--- src/rtl/watch_pkg.sv ---
// Shared types and helpers for the watch setting-mode controller.
// State encoding, field_sel codes and counter width sizing.
package watch_pkg;

   typedef enum logic [1:0] {
      StRun     = 2'b00,
      StSetSec  = 2'b01,
      StSetMin  = 2'b10,
      StSetHour = 2'b11
   } state_t;

   localparam logic [1:0] FIELD_NONE = 2'b00;
   localparam logic [1:0] FIELD_SEC  = 2'b01;
   localparam logic [1:0] FIELD_MIN  = 2'b10;
   localparam logic [1:0] FIELD_HOUR = 2'b11;

   function automatic int unsigned cnt_width(input int unsigned a, input int unsigned b,
                                             input int unsigned c);
      int unsigned m;
      m = (a > b) ? a : b;
      m = (m > c) ? m : c;
      return $clog2(m + 1);
   endfunction

   function automatic logic [1:0] field_code(input state_t s);
      logic [1:0] code;
      unique case (s)
         StRun:     code = FIELD_NONE;
         StSetSec:  code = FIELD_SEC;
         StSetMin:  code = FIELD_MIN;
         StSetHour: code = FIELD_HOUR;
         default:   code = FIELD_NONE;
      endcase
      return code;
   endfunction

endpackage

--- src/rtl/btn_repeat.sv ---
// Press detector with hold-to-repeat for one debounced button level.
// o_event is combinational in the press/repeat cycle; the caller registers it.
module btn_repeat
   import watch_pkg::*;
#(
   parameter int unsigned REPEAT_DELAY  = 50_000_000,
   parameter int unsigned REPEAT_PERIOD = 10_000_000
) (
   input  logic clk,
   input  logic reset,
   input  logic i_btn,
   output logic o_event
);

   localparam int unsigned CW = cnt_width(REPEAT_DELAY, REPEAT_PERIOD, 1);
   localparam logic [CW-1:0] DELAY_C  = CW'(REPEAT_DELAY);
   localparam logic [CW-1:0] PERIOD_C = CW'(REPEAT_PERIOD);
   localparam logic [CW-1:0] ONE_C    = CW'(1);

   logic          btn_d;
   logic          armed_q;
   logic          rep_q;
   logic          rep_nxt;
   logic [CW-1:0] cnt_q;
   logic [CW-1:0] cnt_nxt;
   logic          press;
   logic          fire;

   // armed_q blocks a level that was already high when reset released
   assign press = i_btn & ~btn_d & armed_q;

   always_comb begin
      fire    = 1'b0;
      cnt_nxt = cnt_q;
      rep_nxt = rep_q;
      if (!i_btn) begin
         cnt_nxt = '0;
         rep_nxt = 1'b0;
      end else if (press) begin
         fire    = 1'b1;
         cnt_nxt = ONE_C;
         rep_nxt = 1'b0;
      end else if (cnt_q != '0) begin
         // cnt_q counts cycles since the last emitted event
         if (cnt_q == (rep_q ? PERIOD_C : DELAY_C)) begin
            fire    = 1'b1;
            cnt_nxt = ONE_C;
            rep_nxt = 1'b1;
         end else if (cnt_q != '1) begin
            cnt_nxt = cnt_q + ONE_C;
         end
      end
   end

   always_ff @(posedge clk) begin
      if (reset) begin
         btn_d   <= 1'b0;
         armed_q <= 1'b0;
         rep_q   <= 1'b0;
         cnt_q   <= '0;
      end else begin
         btn_d   <= i_btn;
         armed_q <= armed_q | ~i_btn;
         rep_q   <= rep_nxt;
         cnt_q   <= cnt_nxt;
      end
   end

   assign o_event = fire;

endmodule

--- src/rtl/time_watch_set_ctrl.sv ---
// Setting-mode controller: field select FSM, up/down pulse routing with
// hold-to-repeat, and the blink strobe for the selected display field.
module time_watch_set_ctrl
   import watch_pkg::*;
#(
   parameter int unsigned REPEAT_DELAY  = 50_000_000,
   parameter int unsigned REPEAT_PERIOD = 10_000_000,
   parameter int unsigned BLINK_HALF    = 25_000_000
) (
   input  logic       clk,
   input  logic       reset,
   input  logic       sw_setting,
   input  logic       btn_sel,
   input  logic       btn_up,
   input  logic       btn_down,
   output logic       sec_up,
   output logic       min_up,
   output logic       hour_up,
   output logic       sec_down,
   output logic       min_down,
   output logic       hour_down,
   output logic [1:0] field_sel,
   output logic       blink
);

   localparam int unsigned CW = cnt_width(REPEAT_DELAY, REPEAT_PERIOD, BLINK_HALF);
   localparam logic [CW-1:0] BLINK_LAST = CW'(BLINK_HALF - 1);

   state_t        state_q, state_d;
   logic          up_ev, down_ev;
   logic          sel_d, sel_armed_q, sel_press;
   logic          up_go, down_go;
   logic [2:0]    up_nxt, down_nxt, up_q, down_q;
   logic [1:0]    field_q;
   logic [CW-1:0] blink_cnt_q, blink_cnt_nxt;
   logic          blink_q, blink_nxt;

   btn_repeat #(
      .REPEAT_DELAY  (REPEAT_DELAY),
      .REPEAT_PERIOD (REPEAT_PERIOD)
   ) u_up (
      .clk     (clk),
      .reset   (reset),
      .i_btn   (btn_up),
      .o_event (up_ev)
   );

   btn_repeat #(
      .REPEAT_DELAY  (REPEAT_DELAY),
      .REPEAT_PERIOD (REPEAT_PERIOD)
   ) u_down (
      .clk     (clk),
      .reset   (reset),
      .i_btn   (btn_down),
      .o_event (down_ev)
   );

   assign sel_press = btn_sel & ~sel_d & sel_armed_q;
   assign up_go     = up_ev & ~down_ev & sw_setting;
   assign down_go   = down_ev & ~up_ev & sw_setting;

   always_comb begin
      state_d = state_q;
      if (!sw_setting) begin
         state_d = StRun;
      end else begin
         unique case (state_q)
            StRun:     state_d = StSetSec;
            StSetSec:  if (sel_press) state_d = StSetMin;
            StSetMin:  if (sel_press) state_d = StSetHour;
            StSetHour: if (sel_press) state_d = StSetSec;
            default:   state_d = StRun;
         endcase
      end
   end

   // Routed by the current state so a same-cycle select lands on the old field
   always_comb begin
      up_nxt   = '0;
      down_nxt = '0;
      unique case (state_q)
         StSetSec:  begin up_nxt[0] = up_go; down_nxt[0] = down_go; end
         StSetMin:  begin up_nxt[1] = up_go; down_nxt[1] = down_go; end
         StSetHour: begin up_nxt[2] = up_go; down_nxt[2] = down_go; end
         default:   begin end
      endcase
   end

   always_comb begin
      blink_cnt_nxt = blink_cnt_q + CW'(1);
      blink_nxt     = blink_q;
      if (state_d == StRun || state_q == StRun || (|up_nxt) || (|down_nxt)) begin
         blink_cnt_nxt = '0;
         blink_nxt     = 1'b0;
      end else if (blink_cnt_q == BLINK_LAST) begin
         blink_cnt_nxt = '0;
         blink_nxt     = ~blink_q;
      end
   end

   always_ff @(posedge clk) begin
      if (reset) begin
         state_q     <= StRun;
         sel_d       <= 1'b0;
         sel_armed_q <= 1'b0;
         up_q        <= '0;
         down_q      <= '0;
         field_q     <= FIELD_NONE;
         blink_cnt_q <= '0;
         blink_q     <= 1'b0;
      end else begin
         state_q     <= state_d;
         sel_d       <= btn_sel;
         sel_armed_q <= sel_armed_q | ~btn_sel;
         up_q        <= up_nxt;
         down_q      <= down_nxt;
         field_q     <= field_code(state_d);
         blink_cnt_q <= blink_cnt_nxt;
         blink_q     <= blink_nxt;
      end
   end

   assign sec_up    = up_q[0];
   assign min_up    = up_q[1];
   assign hour_up   = up_q[2];
   assign sec_down  = down_q[0];
   assign min_down  = down_q[1];
   assign hour_down = down_q[2];
   assign field_sel = field_q;
   assign blink     = blink_q;

endmodule

--- config.mk ---
export PLATFORM = sky130hd
export DESIGN_NAME = time_watch_set_ctrl
export DESIGN_NICKNAME = d
export VERILOG_FILES = /design/src/rtl/watch_pkg.sv /design/src/rtl/btn_repeat.sv /design/src/rtl/time_watch_set_ctrl.sv
export SDC_FILE = /design/constraint.sdc
export NUM_CORES = 1
export LEC_CHECK = 0
export CAP_MARGIN = 30
export CORE_UTILIZATION = 55
export CTS_CLUSTER_SIZE = 16
export DETAILED_ROUTE_END_ITERATION = 8
export PLACE_DENSITY_LB_ADDON = 0.25
export SKIP_LAST_GASP = 1
export SYNTH_ARGS = -nofsm -noshare
export SYNTH_HDL_FRONTEND = slang
export SYNTH_SLANG_ARGS = --single-unit
--- constraint.sdc ---
create_clock -name clk -period 2.6 [get_ports clk]
set_input_delay 0.26 -clock clk [delete_from_list [all_inputs] [get_ports clk]]
set_output_delay 0.26 -clock clk [all_outputs]
set_load 0.01 [all_outputs]
==> results of run 1 <==
-- area by class of cell --
type / instances / area (sq um) / share of cell area [%]
Multi-Input combinational cell: 403 / 2470 / 49.4
Sequential cell: 96 / 1920 / 38.5
Timing Repair Buffer: 23 / 208 / 4.16
Clock buffer: 11 / 151 / 3.03
Tap cell: 102 / 128 / 2.56
Inverter: 16 / 60.1 / 1.20
Clock inverter: 4 / 53.8 / 1.08
-- sequential cells by signal, indices dropped and copies added, names as in the netlist, 2 cells and up --
name / flops
up_q: 3
blink_cnt_q: 26
u_down.cnt_q: 26
u_up.cnt_q: 26
down_q: 3
state_q: 2
-- power groups by stage --
stage	clock (mW)	combinational (mW)	sequential, mW
2_1_floorplan	0	0.0605	1.52
3_3_place_gp	0	0.0796	1.52
3_5_place_dp	0	0.0814	1.52
4_1_cts	1.02	0.0826	1.49
5_1_grt	1.08	0.0968	1.49
6_report	0.998	0.0871	1.49
-- cells by family (layout without fill, tap and decap cells) --
family	count (synthesis)	after routing	share of synthesized area, %
flip-flops	96	96	42.6
buffers and inverters	31	54	3.55
multiplexers	1	1	0.222
XOR/XNOR	71	71	13.8
adder cells (fa/ha/maj)	5	5	1.39
AO/OA/AOI/OAI	32	32	5.24
AND/OR/NAND/NOR	293	294	33.2
-- per-stage QoR --
step / power, mW / hold WS [ns]
after floorplan: 1.58 / 0.329
after global placement: 1.60 / 0.435
after detailed placement: 1.60 / 0.444
after CTS: 2.59 / 0.456
after global routing: 2.66 / 0.485
final: 2.57 / 0.454
-- per-layer routing --
metal  up-vias  wire length [um]
met5         -                 0
met3        12               547
li1       1878                 -
met1      1747              4310
met2       101              3920
met4         0               141
-- cell usage after synthesis, types with 8 or more instances --
cell and count:
dfxtp_1 96, nand2_1 37, nor3_1 16, nor2b_1 8, and3_1 17, nand3_1 50
a21oi_1 9, nor4_1 12, nand4_1 21, xnor2_1 16, buf_2 8, inv_1 16
xor2_1 55, nor2_1 92
-- critical path, stage by stage, from the launching register on --
cell	delay (ns)
dfxtp_1	0.35
inv_1	0.07
ha_1	0.13
nor4b_1	0.34
nand3_1	0.15
o41a_1	0.47
a311o_2	0.49
nand4b_2	0.27
nor2_1	0.08
-- final timing paths --
check | slack (ns) | end | cells past startpoint
max | 0.15 | blink_cnt_q[14] | 8
min reg2reg | 0.45 | u_down.armed_q | 2
max reg2reg | 0.15 | blink_cnt_q[14] | 8
min | 0.45 | u_down.armed_q | 2
-- cell usage in the layout (no fill, tap or decap), types with 5 or more instances in the layout --
cell type / count
dfxtp_1: 96
nor2_1: 92
xor2_1: 55
nand3_1: 50
nand2_1: 37
nand4_1: 21
and3_1: 17
xnor2_1: 16
inv_1: 16
nor3_1: 16
clkdlybuf4s50_1: 14
nor4_1: 12
clkbuf_8: 11
a21oi_1: 9
buf_4: 9
nor2b_1: 8
or3_1: 5
ha_1: 5
-- timing repair --
| item | in CTS | in global routing |
|---|---|---|
| setup endpoints to repair | 9 | 35 |
| cloned | 0 | 1 |
| pin swaps | 0 | 1 |
| endpoints found under the hold margin | 0 | 0 |
| setup buffers | 0 | 0 |
| gates resized for setup | 1 | 2 |
==> results.json, run 1 <==
{
  "timing.setup.tns_ns": 0,
  "rows": 32,
  "swShare_pct": 22.0,
  "place_ws_ns": 0.0260,
  "syn_area_sq_um": 4510,
  "grt.met2_usage_pct": 34.0,
  "maxCapViolCount": 0,
  "worstPathMaxFanout": 10,
  "hold_buffers": 0,
  "final.period_utilization_pct": 94.1,
  "met1_usage_pct": 30.1,
  "fin_nets": 560,
  "grt_pass1_wl_um": 15500,
  "netSwitchingPower_mw": 0.565,
  "grt_pass1_vias": 3549,
  "final_cells": 655,
  "skew_ns": 0.00657,
  "layout-drive-gt1-share_pct": 7.23,
  "port_buffers": 14,
  "clkPwrFrac_pct": 38.8,
  "crit_path_start": "u_down.cnt_q[0]",
  "areaGrowthSynthToFinish_pct": 10.6,
  "synth.avg_cell_area_sq_um": 8.52,
  "postRouteAntennaNets": 0,
  "via_count": 3738,
  "setup_viol": 0,
  "clk-insertion-delay-late_ns": 0.35,
  "yosysWarnings": 0,
  "drc": 0,
  "final_area_sq_um": 4990,
  "antennaDiodeCount": 0,
  "ys_ff_latch": 96,
  "yosysTopAreaCell": "dfxtp_1",
  "setup.worst_path.start_class": "flip-flop",
  "slew_viol_final": 0,
  "hp-start": "u_down.armed_q",
  "wire_per_inst_um": 13.6,
  "ys_seq_area_share_pct": 42.6,
  "worst_slack_ns": 0.154,
  "utilization_pct": 63.6,
  "n_fill_cell": 699,
  "grt_use_total_pct": 22.1,
  "cts-root-buf": "clkbuf_8",
  "r2r-start": "u_down.cnt_q[0]",
  "synth_area_leaders": "dfxtp_1, xor2_1, nor2_1",
  "synth_edf_count": 0,
  "drt_iter0_drc": 196,
  "tritoncts": "yes",
  "finalHoldViolations": 0,
  "synth_top_area_share_pct": 42.6,
  "grt_start_max_net_pins": 25,
  "powerDensity_nw_per_um2": 515,
  "p_int_mw": 2.00,
  "relSlewSlack_pct": 55.1,
  "cts_buffer_depth": 2,
  "chipWidth_um": 92.5,
  "cts_made_buffers": 9,
  "wl_um": 8920,
  "synth_cell_types": 54,
  "antenna_found_initial": 0,
  "endpoint_kind": "flip-flop",
  "combPwrFrac_pct": 3.4,
  "hold_path.class": "flip-flop to flip-flop",
  "core_sq_um": 7850,
  "grtUsageMet3_pct": 4.52,
  "clk_pin_slew_worst_paths_ns": 0.09,
  "routed_via_density": 5.71,
  "initial_core_util_pct": 57.5,
  "worstMarginPinSlew_ns": 0.668,
  "seq_power_share_pct": 57.8,
  "fin_crit_ns": 2.45,
  "vdd_drop_max_mv": 0.324,
  "timing.fmax_mhz": 409,
  "overflow": 0,
  "io_pins": 15,
  "arrival_ns": 2.69,
  "grt-busiest-layer": "met2",
  "placed_area_sq_um": 4740,
  "drt_pass1_iterations": 4,
  "leakage_nw": 1.66,
  "synth_nets": 540,
  "dp_hpwl_um": 6140,
  "cts.sinks": 96,
  "dieArea_sq_um": 8560,
  "routabilityCongestion": 0.930,
  "status": "finished clean",
  "crit_type": "flip-flop to flip-flop",
  "dp.cells": 639,
  "htreeDepth": 3,
  "ys.flop_type": "dfxtp_1",
  "async_flop_share_pct": 0,
  "rsz0062_at_grt": "no",
  "cp.required_ns": 2.84,
  "die_h_um": 92.5,
  "netlist_instances": 529
}
(Power assumes the default switching activity.)
==> run 2: changes to the inputs <==
--- a/config.mk
+++ b/config.mk
@@ -6,9 +6,11 @@
 export NUM_CORES = 1
 export LEC_CHECK = 0
 export CAP_MARGIN = 30
+export CORE_MARGIN = 10
 export CORE_UTILIZATION = 55
 export CTS_CLUSTER_SIZE = 16
 export DETAILED_ROUTE_END_ITERATION = 8
+export DONT_BUFFER_PORTS = 1
 export PLACE_DENSITY_LB_ADDON = 0.25
 export SKIP_LAST_GASP = 1
 export SYNTH_ARGS = -nofsm -noshare
==> run 2 against run 1 <==
Net effect:
- combinational power decreased by 9.5%
- worst hold slack worse by 0.44 ns
- power decreased by 1.5%
- largest cell class unchanged
- sequential power hardly changed
==> results.json, run 2 (same netlist as run 1, synthesis figures left out) <==
{
  "arrival_ns": 2.67,
  "vdd_drop_max_mv": 0.392,
  "initial_core_util_pct": 57.5,
  "worst_slack_ns": 0.188,
  "skew_ns": 0.0114,
  "areaGrowthSynthToFinish_pct": 8.35,
  "die_h_um": 111,
  "cts_setup_buffers": 0,
  "core_sq_um": 7850,
  "endpoint_kind": "flip-flop",
  "grt_pass1_wl_um": 15700,
  "tritoncts": "yes",
  "drc": 0,
  "grt_use_total_pct": 14.4,
  "hp-start": "btn_sel",
  "n_fill_cell": 720,
  "multi_input_area_sq_um": 2480,
  "timing.fmax_mhz": 415,
  "r2r_end": "u_up.cnt_q[0]",
  "path_cells": "inv_1 -> ha_1 -> nor4b_1 -> nand3_1 -> or4_4 -> nand2_4 -> xnor2_1 -> o31a_1",
  "antenna_found_initial": 0,
  "whs_path_depth": 1,
  "final_cells": 645,
  "layout_common_cells": "dfxtp_1, nor2_1, xor2_1",
  "routabilityCongestion": 0.882,
  "rows": 32,
  "r2r-start": "u_up.cnt_q[0]",
  "slew_viol_final": 0,
  "io_pins": 15,
  "cp.required_ns": 2.85,
  "wl_um": 9430,
  "via_count": 3697,
  "powerDensity_nw_per_um2": 518,
  "fin_nets": 549,
  "overflow": 0,
  "setup_viol": 0,
  "port_buffers": 0,
  "final_common_cell": "dfxtp_1",
  "wire_per_inst_um": 14.6,
  "relSlewSlack_pct": 52.5,
  "grt_pass1_vias": 3440,
  "antennaDiodeCount": 0,
  "slowest_stage": "or4_4",
  "dp.cells": 624,
  "reg_top3": "blink_cnt_q x26, u_down.cnt_q x26, u_up.cnt_q x26",
  "finalHoldViolations": 0,
  "layout-drive-gt1-share_pct": 7.73,
  "place_ws_ns": 0.0255,
  "cpPeakStageDelay_ns": 0.71,
  "worstPathMaxFanout": 14,
  "clk-insertion-delay-late_ns": 0.36,
  "dieArea_sq_um": 12200,
  "cts-root-buf": "clkbuf_8",
  "setup.worst_path.start_class": "flip-flop",
  "maxCapViolCount": 0,
  "status": "finished clean",
  "final.period_utilization_pct": 92.8,
  "ff2ff_setup_slack_ns": 0.19,
  "drt_pass1_iterations": 4,
  "clk_pin_slew_worst_paths_ns": 0.10,
  "utilization_pct": 62.3,
  "worstHoldEndpoint": "sel_d",
  "routed_via_density": 5.73,
  "chipWidth_um": 111,
  "timing.setup.tns_ns": 0,
  "rr_worst_depth": 8,
  "hold_path.class": "input port to flip-flop",
  "cts_made_buffers": 9,
  "crit_type": "flip-flop to flip-flop",
  "htreeDepth": 3,
  "dp_hpwl_um": 6330,
  "regArea_sq_um": 1920,
  "drt_iter0_drc": 178,
  "rsz0062_at_grt": "no",
  "fin_crit_ns": 2.41,
  "cts_buffer_depth": 2,
  "worstMarginPinSlew_ns": 0.712,
  "cts.sinks": 96,
  "leakage_nw": 1.62,
  "postRouteAntennaNets": 0,
  "grt_start_max_net_pins": 25
}
run 2: power breakdown:
part	total [mW]	switching [mW]	leakage, nW	internal [mW]
registers	1.49	0.00750	0.775	1.48
clock network	0.967	0.523	0.0952	0.444
logic	0.0788	0.0519	0.752	0.0269
run 2: area by class of cell:
class	instances	share of cell area (%)
multi-input combinational	403	50.8
sequential	96	39.3
tap	102	2.61
clock buffer	9	2.54
timing repair buffer	12	2.05
clock inverter	7	1.49
inverter	16	1.23
run 2: critical path: cells and delay by family, from the launching register on:
kind | cells | cell delay [ns]
buf+inv | 1 | 0.07
simple gates | 4 | 1.43
fa+ha+maj | 1 | 0.14
compound gates | 1 | 0.23
flops | 1 | 0.36
xor+xnor | 1 | 0.07
run 2: metal layers:
layer	GRT usage (%)	routed length, um	up-vias	share of wire [%]
li1	-	-	1851	-
met1	19.0	4470	1726	47
met2	21.7	4200	108	45
met3	3.94	620	12	6.6
met4	5.79	131	0	1.4
met5	0	0	-	0
run 2: worst max-delay path by stage:
stage / from / to / slack, ns / depth (start not counted)
5_1_grt: u_down.cnt_q[0] / blink_cnt_q[5] / 0.05 / 8
3_3_place_gp: u_up.cnt_q[0] / u_up.cnt_q[0] / 0.09 / 8
2_1_floorplan: u_down.cnt_q[0] / blink_cnt_q[12] / 0.49 / 9
4_1_cts: u_up.cnt_q[0] / u_up.cnt_q[0] / 0.005 / 8
6_report: u_up.cnt_q[0] / u_up.cnt_q[0] / 0.19 / 8
3_5_place_dp: u_down.cnt_q[0] / blink_cnt_q[23] / 0.03 / 8
run 2: repair_timing:
action,in CTS,in global routing
gates cloned,0,1
endpoints found under the setup margin,8,50
hold endpoints to repair,5,0
gates resized for setup,1,4
hold buffers,4,0
pin swaps,0,1
run 2: through the flow:
stage	cell area, sq um	power [mW]	hold slack, ns
final	4890	2.53	0.0161
after global placement	4600	1.58	0.331
after CTS	4840	2.54	0.0160
after global routing	4890	2.61	0.0378
after floorplan	4510	1.58	0.329
after detailed placement	4600	1.59	0.334
==> run 3: changes to the inputs <==
--- a/config.mk
+++ b/config.mk
@@ -11,8 +11,9 @@
 export CTS_CLUSTER_SIZE = 16
 export DETAILED_ROUTE_END_ITERATION = 8
 export DONT_BUFFER_PORTS = 1
-export PLACE_DENSITY_LB_ADDON = 0.25
+export PLACE_DENSITY_LB_ADDON = 0.12
 export SKIP_LAST_GASP = 1
+export SLEW_MARGIN = 20
 export SYNTH_ARGS = -nofsm -noshare
 export SYNTH_HDL_FRONTEND = slang
 export SYNTH_SLANG_ARGS = --single-unit
==> run 3 against run 2 <==
Net effect:
- critical path depth unchanged
- global-route usage increased by 0.38 points
- die area unchanged
- first-iteration DRC count increased by 8.4%
- core utilization increased by 0.37 points
- worst setup slack improved by 0.042 ns
- largest cell class unchanged
- combinational power increased by 4.1%
- flip-flop and latch count unchanged
- largest power group unchanged
- register-to-register slack improved by 0.04 ns
- via count decreased by 1.3%
- critical endpoint is now blink_cnt_q[3]
- worst hold slack improved by 0.017 ns
==> results.json, run 3 (same netlist as run 1, synthesis figures left out) <==
{
  "worstPathMaxFanout": 10,
  "reg_top3": "blink_cnt_q x26, u_down.cnt_q x26, u_up.cnt_q x26",
  "tritoncts": "yes",
  "swShare_pct": 23.7,
  "arrival_ns": 2.62,
  "dp.cells": 628,
  "dp_hpwl_um": 6490,
  "combPwrFrac_pct": 3.3,
  "slew_viol_final": 0,
  "postRouteAntennaNets": 0,
  "routabilityCongestion": 0.884,
  "port_buffers": 0,
  "clk-insertion-delay-late_ns": 0.36,
  "grt_pass1_wl_um": 16000,
  "final.period_utilization_pct": 91.2,
  "routed_via_density": 5.61,
  "die_h_um": 111,
  "cp-endpoint": "blink_cnt_q[3]",
  "p_int_mw": 1.91,
  "rows": 32,
  "antenna_found_initial": 0,
  "cts.sinks": 96,
  "rr_worst_depth": 8,
  "wl_um": 9330,
  "grt_use_total_pct": 14.8,
  "holdWs_ns": 0.0336,
  "initial_core_util_pct": 57.5,
  "overflow": 0,
  "cts_buffer_depth": 2,
  "drt_iter0_drc": 193,
  "leakage_nw": 1.65,
  "vdd_drop_max_mv": 0.413,
  "final_common_cell": "dfxtp_1",
  "relSlewSlack_pct": 53.2,
  "core_sq_um": 7850,
  "endpoint_kind": "flip-flop",
  "setup.worst_path.start_class": "flip-flop",
  "grt_pass1_vias": 3499,
  "layout_common_cells": "dfxtp_1, nor2_1, xor2_1",
  "r2r-start": "u_down.cnt_q[0]",
  "final_cells": 650,
  "r2r_end": "blink_cnt_q[3]",
  "ff2ff_setup_slack_ns": 0.23,
  "antennaDiodeCount": 0,
  "status": "finished clean",
  "powerDensity_nw_per_um2": 510,
  "maxCapViolCount": 0,
  "via_count": 3648,
  "dieArea_sq_um": 12200,
  "rsz0062_at_grt": "no",
  "timing.fmax_mhz": 422,
  "setup_viol": 0,
  "htreeDepth": 3,
  "chipWidth_um": 111,
  "worstMarginPinSlew_ns": 0.701,
  "hold_path.class": "input port to flip-flop",
  "skew_ns": 0.0150,
  "cts-root-buf": "clkbuf_8",
  "clkPwrFrac_pct": 37.5,
  "finalHoldViolations": 0,
  "drt_pass1_iterations": 5,
  "fin_crit_ns": 2.37,
  "areaGrowthSynthToFinish_pct": 8.99,
  "netSwitchingPower_mw": 0.594,
  "crit_path_start": "u_down.cnt_q[0]",
  "seq_power_share_pct": 59.3,
  "crit_type": "flip-flop to flip-flop",
  "wire_per_inst_um": 14.4,
  "layout-drive-gt1-share_pct": 8.21,
  "cp.required_ns": 2.85,
  "drc": 0,
  "io_pins": 15,
  "clk_pin_slew_worst_paths_ns": 0.10,
  "grt_start_max_net_pins": 25,
  "fin_nets": 554,
  "cts_made_buffers": 9,
  "timing.setup.tns_ns": 0,
  "cts_setup_buffers": 0
}
==> run 3: changes by cell type in the layout (fill, tap and decap cells not counted), sizes merged <==
cell / change
buf: +4
clkbuf: +3
bufinv: -1
clkinv: -1
==> run 3: per-layer routing <==
metal	GRT usage, %	up-vias	wire length [um]
li1	-	1863	-
met5	0	-	0
met1	20.0	1714	4580
met3	4.38	11	537
met2	22.2	60	4090
met4	4.49	0	132
==> run 3: layout make-up <==
cell class | count | area [sq um]
Fill cell | 729 | 2930
Clock buffer | 11 | 151
Tap cell | 102 | 128
Timing Repair Buffer | 17 | 138
Multi-Input combinational cell | 403 | 2470
Sequential cell | 96 | 1920
Clock inverter | 5 | 41.3
Inverter | 16 | 60.1
==> run 3: worst max-delay path, stage by stage (launching register included) <==
cell      delay [ns]
dfxtp_1         0.35
inv_1           0.07
ha_1            0.13
nor4b_1         0.31
nand3_1         0.14
o41a_1          0.47
a311o_2         0.50
nand4b_4        0.22
nor2_1          0.07
==> run 3: power groups by stage <==
stage | Clock (mW) | Sequential (mW) | Combinational, mW
2_1_floorplan | 0 | 1.52 | 0.0605
3_3_place_gp | 0 | 1.52 | 0.0673
3_5_place_dp | 0 | 1.52 | 0.0686
4_1_cts | 0.953 | 1.49 | 0.0765
5_1_grt | 1.01 | 1.49 | 0.0920
6_report | 0.939 | 1.49 | 0.0820
==> run 3: worst min-delay path by stage <==
stage | from | slack [ns] | endpoint | cells after the start
finish | btn_sel | 0.03 | sel_d | 1
global route | btn_sel | 0.04 | sel_d | 1
CTS | btn_sel | 0.03 | sel_d | 1
detailed placement | reset | 0.33 | u_down.armed_q | 1
global placement | reset | 0.33 | u_down.armed_q | 1
floorplan | reset | 0.33 | sel_armed_q | 1
==> run 3: through the flow <==
stage | cell area (sq um) | setup slack, ns | util, % | power [mW]
CTS | 4870 | 0.0340 | 62.0 | 2.52
detailed placement | 4630 | 0.00313 | 59.0 | 1.59
finish | 4910 | 0.230 | 62.6 | 2.51
global route | 4910 | 0.0161 | 62.6 | 2.59
global placement | 4630 | 0.0366 | 59.0 | 1.59
floorplan | 4510 | 0.486 | - | 1.58
==> run 3: what timing repair did <==
item	CTS	global route
resized for setup	1	3
pin swaps	0	1
hold endpoints to repair	5	0
cloned	0	1
endpoints found under the setup margin	5	37
hold buffers	4	0
